[config.mk]
export PLATFORM = sky130hd
export DESIGN_NAME = bram_stream_reader
export DESIGN_NICKNAME = d
export VERILOG_FILES = /design/src/rtl/bram_stream_reader.sv
export SDC_FILE = /design/constraint.sdc
export NUM_CORES = 1
export LEC_CHECK = 0
export CAP_MARGIN = 5
export CORE_MARGIN = 3
export CORE_UTILIZATION = 30
export CTS_CLUSTER_DIAMETER = 80
export CTS_CLUSTER_SIZE = 25
export DETAILED_ROUTE_END_ITERATION = 10
export PLACE_DENSITY_LB_ADDON = 0.2
export SETUP_SLACK_MARGIN = 0.2
export SLEW_MARGIN = 20
export SYNTH_ARGS = -nofsm -noshare
export SYNTH_HDL_FRONTEND = slang
export SYNTH_SLANG_ARGS = --single-unit
[constraint.sdc]
create_clock -name clk -period 3.3 [get_ports clk]
set_input_delay 0.33 -clock clk [delete_from_list [all_inputs] [get_ports clk]]
set_output_delay 0.33 -clock clk [all_outputs]
set_load 0.02 [all_outputs]
[src/rtl/bram_stream_reader.sv]
// Burst read initiator for one BRAM port: streams words out with TLAST.
// Optional BRAM_STREAM_READER_STRIDE_EN adds a per-burst address stride.
module bram_stream_reader #(
  parameter  int DW      = 32,
  parameter  int DEPTH   = 1024,
  parameter  int LATENCY = 2,
  localparam int AW      = $clog2(DEPTH),
  localparam int FD      = LATENCY + 2
) (
  input  logic          clk,
  input  logic          rstn,
  input  logic [AW-1:0] cmd_addr,
  input  logic [AW:0]   cmd_len,
`ifdef BRAM_STREAM_READER_STRIDE_EN
  input  logic [AW-1:0] cmd_stride,
`endif
  input  logic          cmd_valid,
  output logic          cmd_ready,
  output logic [DW-1:0] m_tdata,
  output logic          m_tvalid,
  input  logic          m_tready,
  output logic          m_tlast,
  output logic          bram_en,
  output logic          bram_we,
  output logic [AW-1:0] bram_addr,
  output logic [DW-1:0] bram_din,
  input  logic [DW-1:0] bram_dout,
  output logic          bram_regce,
  output logic          bram_rst,
  output logic          busy
);

  localparam int CW = $clog2(FD + 1);
  localparam int PW = $clog2(FD);

  typedef enum logic [1:0] {
    S_IDLE,
    S_READ,
    S_DRAIN
  } state_t;

  state_t              r_state;
  state_t              w_state_nxt;
  logic                r_started;
  logic [AW:0]         r_rem;
  logic [AW-1:0]       r_addr;
  logic [LATENCY-1:0]  r_pv;
  logic [LATENCY-1:0]  r_pl;
  logic [CW-1:0]       r_infl;
  logic [CW-1:0]       r_cnt;
  logic [PW-1:0]       r_rd;
  logic [PW-1:0]       r_wr;
  logic [DW-1:0]       r_mem [FD];
  logic [FD-1:0]       r_lmem;

  logic                w_accept;
  logic                w_credit;
  logic                w_issue;
  logic                w_push;
  logic                w_pop;
  logic                w_last_issue;
  logic [AW-1:0]       w_stride;
  logic [AW:0]         w_sum;
  logic [AW-1:0]       w_addr_nxt;

`ifdef BRAM_STREAM_READER_STRIDE_EN
  logic [AW-1:0]       r_stride;
  logic [AW-1:0]       w_stride_in;

  // Pre-reduce stride so one conditional subtract keeps the address in range
  assign w_stride_in = ({1'b0, cmd_stride} >= (AW+1)'(DEPTH))
                     ? AW'({1'b0, cmd_stride} - (AW+1)'(DEPTH))
                     : cmd_stride;
  assign w_stride    = r_stride;

  always_ff @(posedge clk or negedge rstn) begin
    if (!rstn)         r_stride <= '0;
    else if (w_accept) r_stride <= w_stride_in;
  end
`else
  assign w_stride = AW'(1);
`endif

  assign cmd_ready    = r_started && (r_state == S_IDLE);
  assign busy         = (r_state != S_IDLE);
  assign w_accept     = cmd_ready && cmd_valid && (cmd_len != '0);
  assign w_credit     = ({1'b0, r_infl} + {1'b0, r_cnt}) < (CW+1)'(FD);
  assign w_issue      = (r_state == S_READ) && (r_rem != '0) && w_credit;
  assign w_last_issue = w_issue && (r_rem == (AW+1)'(1));
  assign w_push       = r_pv[LATENCY-1];
  assign w_pop        = m_tvalid && m_tready;

  assign w_sum        = {1'b0, r_addr} + {1'b0, w_stride};
  assign w_addr_nxt   = (w_sum >= (AW+1)'(DEPTH))
                      ? AW'(w_sum - (AW+1)'(DEPTH))
                      : AW'(w_sum);

  assign m_tvalid   = (r_cnt != '0);
  assign m_tdata    = r_mem[r_rd];
  assign m_tlast    = m_tvalid && r_lmem[r_rd];
  assign bram_en    = w_issue;
  assign bram_addr  = r_addr;
  assign bram_we    = 1'b0;
  assign bram_din   = '0;
  assign bram_regce = 1'b1;
  assign bram_rst   = 1'b0;

  always_comb begin
    w_state_nxt = r_state;
    unique case (r_state)
      S_IDLE:  if (w_accept) w_state_nxt = S_READ;
      S_READ:  if (w_last_issue) w_state_nxt = S_DRAIN;
      S_DRAIN: if (r_infl == '0 &&
                   (r_cnt == '0 || (r_cnt == CW'(1) && w_pop)))
                 w_state_nxt = S_IDLE;
      default: w_state_nxt = S_IDLE;
    endcase
  end

  always_ff @(posedge clk or negedge rstn) begin
    if (!rstn) begin
      r_state   <= S_IDLE;
      r_started <= 1'b0;
      r_rem     <= '0;
      r_addr    <= '0;
    end else begin
      r_state   <= w_state_nxt;
      r_started <= 1'b1;
      if (w_accept) begin
        r_rem  <= cmd_len;
        r_addr <= cmd_addr;
      end else if (w_issue) begin
        r_rem  <= r_rem - (AW+1)'(1);
        r_addr <= w_addr_nxt;
      end
    end
  end

  // Valid/last travel alongside the read so data is caught at the right cycle
  always_ff @(posedge clk or negedge rstn) begin
    if (!rstn) begin
      r_pv   <= '0;
      r_pl   <= '0;
      r_infl <= '0;
    end else begin
      r_pv[0] <= w_issue;
      r_pl[0] <= w_last_issue;
      for (int i = 1; i < LATENCY; i++) begin
        r_pv[i] <= r_pv[i-1];
        r_pl[i] <= r_pl[i-1];
      end
      if (w_issue && !w_push)      r_infl <= r_infl + CW'(1);
      else if (!w_issue && w_push) r_infl <= r_infl - CW'(1);
    end
  end

  always_ff @(posedge clk or negedge rstn) begin
    if (!rstn) begin
      r_rd   <= '0;
      r_wr   <= '0;
      r_cnt  <= '0;
      r_lmem <= '0;
      for (int i = 0; i < FD; i++) r_mem[i] <= '0;
    end else begin
      if (w_push) begin
        r_mem[r_wr]  <= bram_dout;
        r_lmem[r_wr] <= r_pl[LATENCY-1];
        r_wr <= (r_wr == PW'(FD-1)) ? '0 : r_wr + PW'(1);
      end
      if (w_pop)
        r_rd <= (r_rd == PW'(FD-1)) ? '0 : r_rd + PW'(1);
      if (w_push && !w_pop)      r_cnt <= r_cnt + CW'(1);
      else if (!w_push && w_pop) r_cnt <= r_cnt - CW'(1);
    end
  end

endmodule

Yosys cells after proc, flatten, opt, wreduce, memory -nomap -nowiden

Cells that the tools add are included.

Bits in registers: 170
Bits of input ports: 57
Output and inout port bits: 82

Add/sub/neg operators: 10
Order comparisons: 8
Equality and inequality tests: 9
Mux-type cells: 26
Bitwise logic cells: 2
Reductions and logical operators: 31

Operators by type and width:

| operator                | number |
|---|---|
| $bwmux W128             | 1 |
| $mux W32                | 3 |
| $bmux W32 S2            | 1 |
| $demux W32 S2           | 1 |
| $mux W10                | 3 |
| $mux W11                | 2 |
| $reduce_bool A11 Y1     | 2 |
| $logic_and A1 B1 Y1     | 16 |
| $mux W3                 | 4 |
| $add A10 B1 Y11 const B | 1 |
| $eq A11 B1 Y1 const B   | 1 |
| $ge A11 B11 Y1 const B  | 1 |
| $sub A11 B1 Y11 const B | 1 |
| $mux W2                 | 5 |
| $sub A10 B1 Y10 const B | 1 |
| $reduce_bool A2 Y1      | 4 |
| $add A3 B1 Y3 const B   | 2 |
| $eq A2 B2 Y1 const B    | 3 |
| $ge A3 B3 Y1 const B    | 2 |
| $logic_not A3 Y1        | 2 |
| $lt A2 B3 Y1 const B    | 2 |
| $ne A2 B2 Y1 const B    | 3 |
| $not A2 Y3              | 2 |
| $pmux W2 S3             | 1 |
| 17 further kinds        | 22 |

Longest topological paths before layout

Depth after elaboration: 7
Mapped depth: 12
Depth with buffers taken out: 12

Least setup slack after synthesis

No wires, ideal clock.

Path kind: register to register
Start point: register r_infl[2]
End point: register r_infl[2]
Setup time: 79 ps
Data arrival time: 2552 ps
Data required time: 3221 ps
Slack: 669 ps
Cell stages (with the launch flop): 12
Clock period less this slack: 2631 ps
Cell sequence: dfrtp_1 > ha_1 > or3_1 > nor3_2 > nand2_1 > inv_2 > ha_1 > inv_1 > fa_1 > xor2_1 > nor2_1 > xor2_1

Cells in the longest elaborated chain, start to end: 6
Elaborated cells on any way between the ends: 11
Those cells by class: 3 x add/sub; 1 x order compare; 2 x mux; 5 x reduce/logical

Ends and longest elaborated chain:

| element                             | line | text |
|---|---|---|
| start: declaration                  | 49   | `logic [CW-1:0] r_infl;` |
| start signal: assignment            | 152  | `if (w_issue && !w_push) r_infl <= r_infl + CW'(1);` |
| start signal: assignment            | 153  | `else if (!w_issue && w_push) r_infl <= r_infl - CW'(1);` |
| $add A3 B3 Y4 *                     | 87   | `assign w_credit = ({1'b0, r_infl} + {1'b0, r_cnt}) < (CW+1)'(FD);` |
| $lt A4 B3 Y1 *                      | 87   |  |
| $logic_and A1 B1 Y1 *               | 88   | `assign w_issue = (r_state == S_READ) && (r_rem != '0) && w_credit;` |
| named net bram_en                   | 23   | `output logic bram_en,` |
| $logic_not A1 Y1                    | 153  |  |
| $logic_and A1 B1 Y1                 | 153  |  |
| $reduce_bool A2 Y1 (no source line) | --   |  |

Mark *: on every way through the listed nets, which the timed path passes. The rest lies on a longest branch. The select of a mux whose other input is x is not followed.
A chain may end at the register's enable or synchronous reset.

Worst setup path after layout

Start point: register r_infl[2]
End point: output bram_en

Cells in the longest elaborated chain, start to end: 3

Ends and longest elaborated chain:

| element             | line |
|---|---|
| $add A3 B3 Y4       | 87 |
| $lt A4 B3 Y1        | 87 |
| $logic_and A1 B1 Y1 | 88 |
| end: declaration    | 23 |

Every way passes these cells.

==> metrics <==
status=completed; Ys Warns=0; clock skew=6.95 ps; Worst Hold Class=input port to asynchronous set/reset pin; DRT antenna net count=0; max_cap viols=0; port bufs=103; area of the die=28700 um2; VDD IR max=0.000344 V; Iter 0 DRT Violations=209; Worst R2R Setup Slack=620 ps; Yosys reg bits=170; setup TNS=0 ps; vias per inst=4.79; FMAX=0.344 GHz; I/O pins=139; crit-path cells=ha_1 > or3_1 > nor3_2 > nand2_1 > inv_2 > clkdlybuf4s50_1; core area=26200 um2; synthesis-to-finish area growth=24.6%; crit path time final=2910 ps; Fin. Hold Viols=0; post-cts resize count=0; CP Launch Point=r_infl[2]; Syn Area/Cell=14.2 um2; Initial Util=30.6%; most frequent cell after synthesis=dfrtp_1; critical path class=register to primary output; CTS clk-pin slew, worst paths=60 ps; fin. max-slew vios=0; Pre-antenna DRT Iters=4; Final setup viols=0; Syn Inst Count=566; layout cells sized above 1=33.3%; drt total wl=18700 um; gr ovfl total=0; CTS tree=done; synthesized area=8030 um2; GR Util All Layers=13.3%; first-pass GRT wire length=29900 um; slowest stage cell, crit path=clkdlybuf4s50_1; largest stage delay on the critical path=650 ps; Num CTS Buffers=17; dpl hpwl=12700 um; CP Capture Type=primary output; worst path arrival time=2580 ps; P_leak=4.16 nW; Core Util, Final=38.1%; Nets=749; DR vias=4901; top post-synthesis cells by count=dfrtp_1, mux2_2, buf_4, mux4_2, nand2_1; register area share after synthesis=53.0%; die height=170 um; r2r startpoint=r_infl[2]; largest net degree at the start of global routing=99; Netlist cell types=47; Root Driver=clkbuf_16; # rows=59; vias in the first global route=5423; clock network latency to the later pin of the worst-skew pair=420 ps; Yosys top cell by area=dfrtp_1; Rel. slew slack=37.3%; Longest Clk Path Bufs=2; worst slew pin tran=941 ps; H-tree Lvls=4; antenna fix cells=0; share of the synthesized area in the top cell type=53.0%; R2R Path End=r_infl[2]; chip width=170 um; DRC=0; initial antenna violation count=0; Startpoint Class=register; power per cell area=1070 nW/um2; CP required=2970 ps; Setup Buffers After CTS=0; wire per inst=18.3 um; CP max FO=8; gp weighted congestion=0.780; Post-CTS Hold Fix Bufs=0; clock sink count=170; Critical Path Sink=bram_en; ys flop type=dfrtp_1; number of flops mapped to enable cells by yosys=0; ranking of synthesized cells by area=dfrtp_1, mux2_2, mux4_2; R2R cell count=11; ys async rst share=100%; unrepaired setup endpoints after global routing=false; Hold Slack=16.5 ps; fin crit share=88.2%
==> critical path, delay by kind of cell (launching register included) <==
kind,cells,cell delay [ps]
AND/OR/NAND/NOR,3,640
adder cells (fa/ha/maj),1,290
flip-flops,1,410
buffers and inverters,2,820
==> sequential cells by signal (all words and copies together) (netlist names) <==
name / flops
r_started: 1
r_wr: 2
r_pv: 2
r_infl: 3
r_mem: 128
r_rd: 2
r_state: 2
r_lmem: 4
r_cnt: 3
bram_addr: 10
r_pl: 2
r_rem: 11
==> stage by stage <==
stage | total power, mW | instances | setup WS (ps) | area [um2]
after detailed placement | 8.77 | 991 | 506 | 9380
after floorplan | 6.87 | 600 | 669 | 8150
after global routing | 11.4 | 1023 | 229 | 10000
after global placement | 8.52 | 991 | 545 | 9380
final | 10.7 | 1023 | 391 | 10000
after CTS | 10.8 | 1023 | 344 | 9990
==> layer usage <==
metal	GRT usage [%]	wire length, um	up-vias
li1	-	-	2210
met1	16.4	7880	2584
met2	23.7	9930	88
met3	2.75	588	19
met4	3.95	274	0
met5	0	0	-
==> cells by family (layout without fill, tap and decap cells) <==
| kind of cell | after synthesis | in the layout | synth area share (%) |
|---|---|---|---|
| xor gates and xnor gates | 11 | 11 | 1.20 |
| other | 2 | 36 | 0.0936 |
| AOI/OAI and AO/OA | 44 | 44 | 3.85 |
| adders and majority gates | 17 | 17 | 2.74 |
| muxes | 171 | 171 | 28.6 |
| DFF | 170 | 170 | 53.0 |
| buffers and inverters | 72 | 160 | 5.19 |
| and+or+nand+nor | 79 | 79 | 5.33 |
==> power by group <==
group          internal [mW]  switching (mW)
logic                   2.71            2.22
registers               3.08           0.643
clock network           1.15           0.862
==> layout make-up <==
class / count / area [um2]
fill: 2435 / 16200
sequential: 170 / 4260
multi-input combinational: 358 / 3500
timing repair buffer: 117 / 1170
clock buffer: 18 / 439
tap: 335 / 419
clock inverter: 14 / 165
inverter: 11 / 41.3
==> placed cells by master, fill, tap and decap left out, types with 10 or more instances in the layout <==
master and instances:
buf_4 11, clkbuf_16 17, clkdlybuf4s50_1 102, conb_1 36
dfrtp_1 168, ha_1 16, inv_1 10, mux2_2 135
mux4_2 33, nand2_1 18, nor2_1 10, o21ai_0 19
==> worst min path at each step <==
stage / from / end
global placement: r_pv[0] / r_pv[1]
floorplan: rstn / bram_addr[0]
detailed placement: r_pv[0] / r_pv[1]
CTS: rstn / r_mem[43]
global route: rstn / r_mem[74]
finish: rstn / r_mem[107]
No activity file was read; power rests on OpenSTA's default activity.
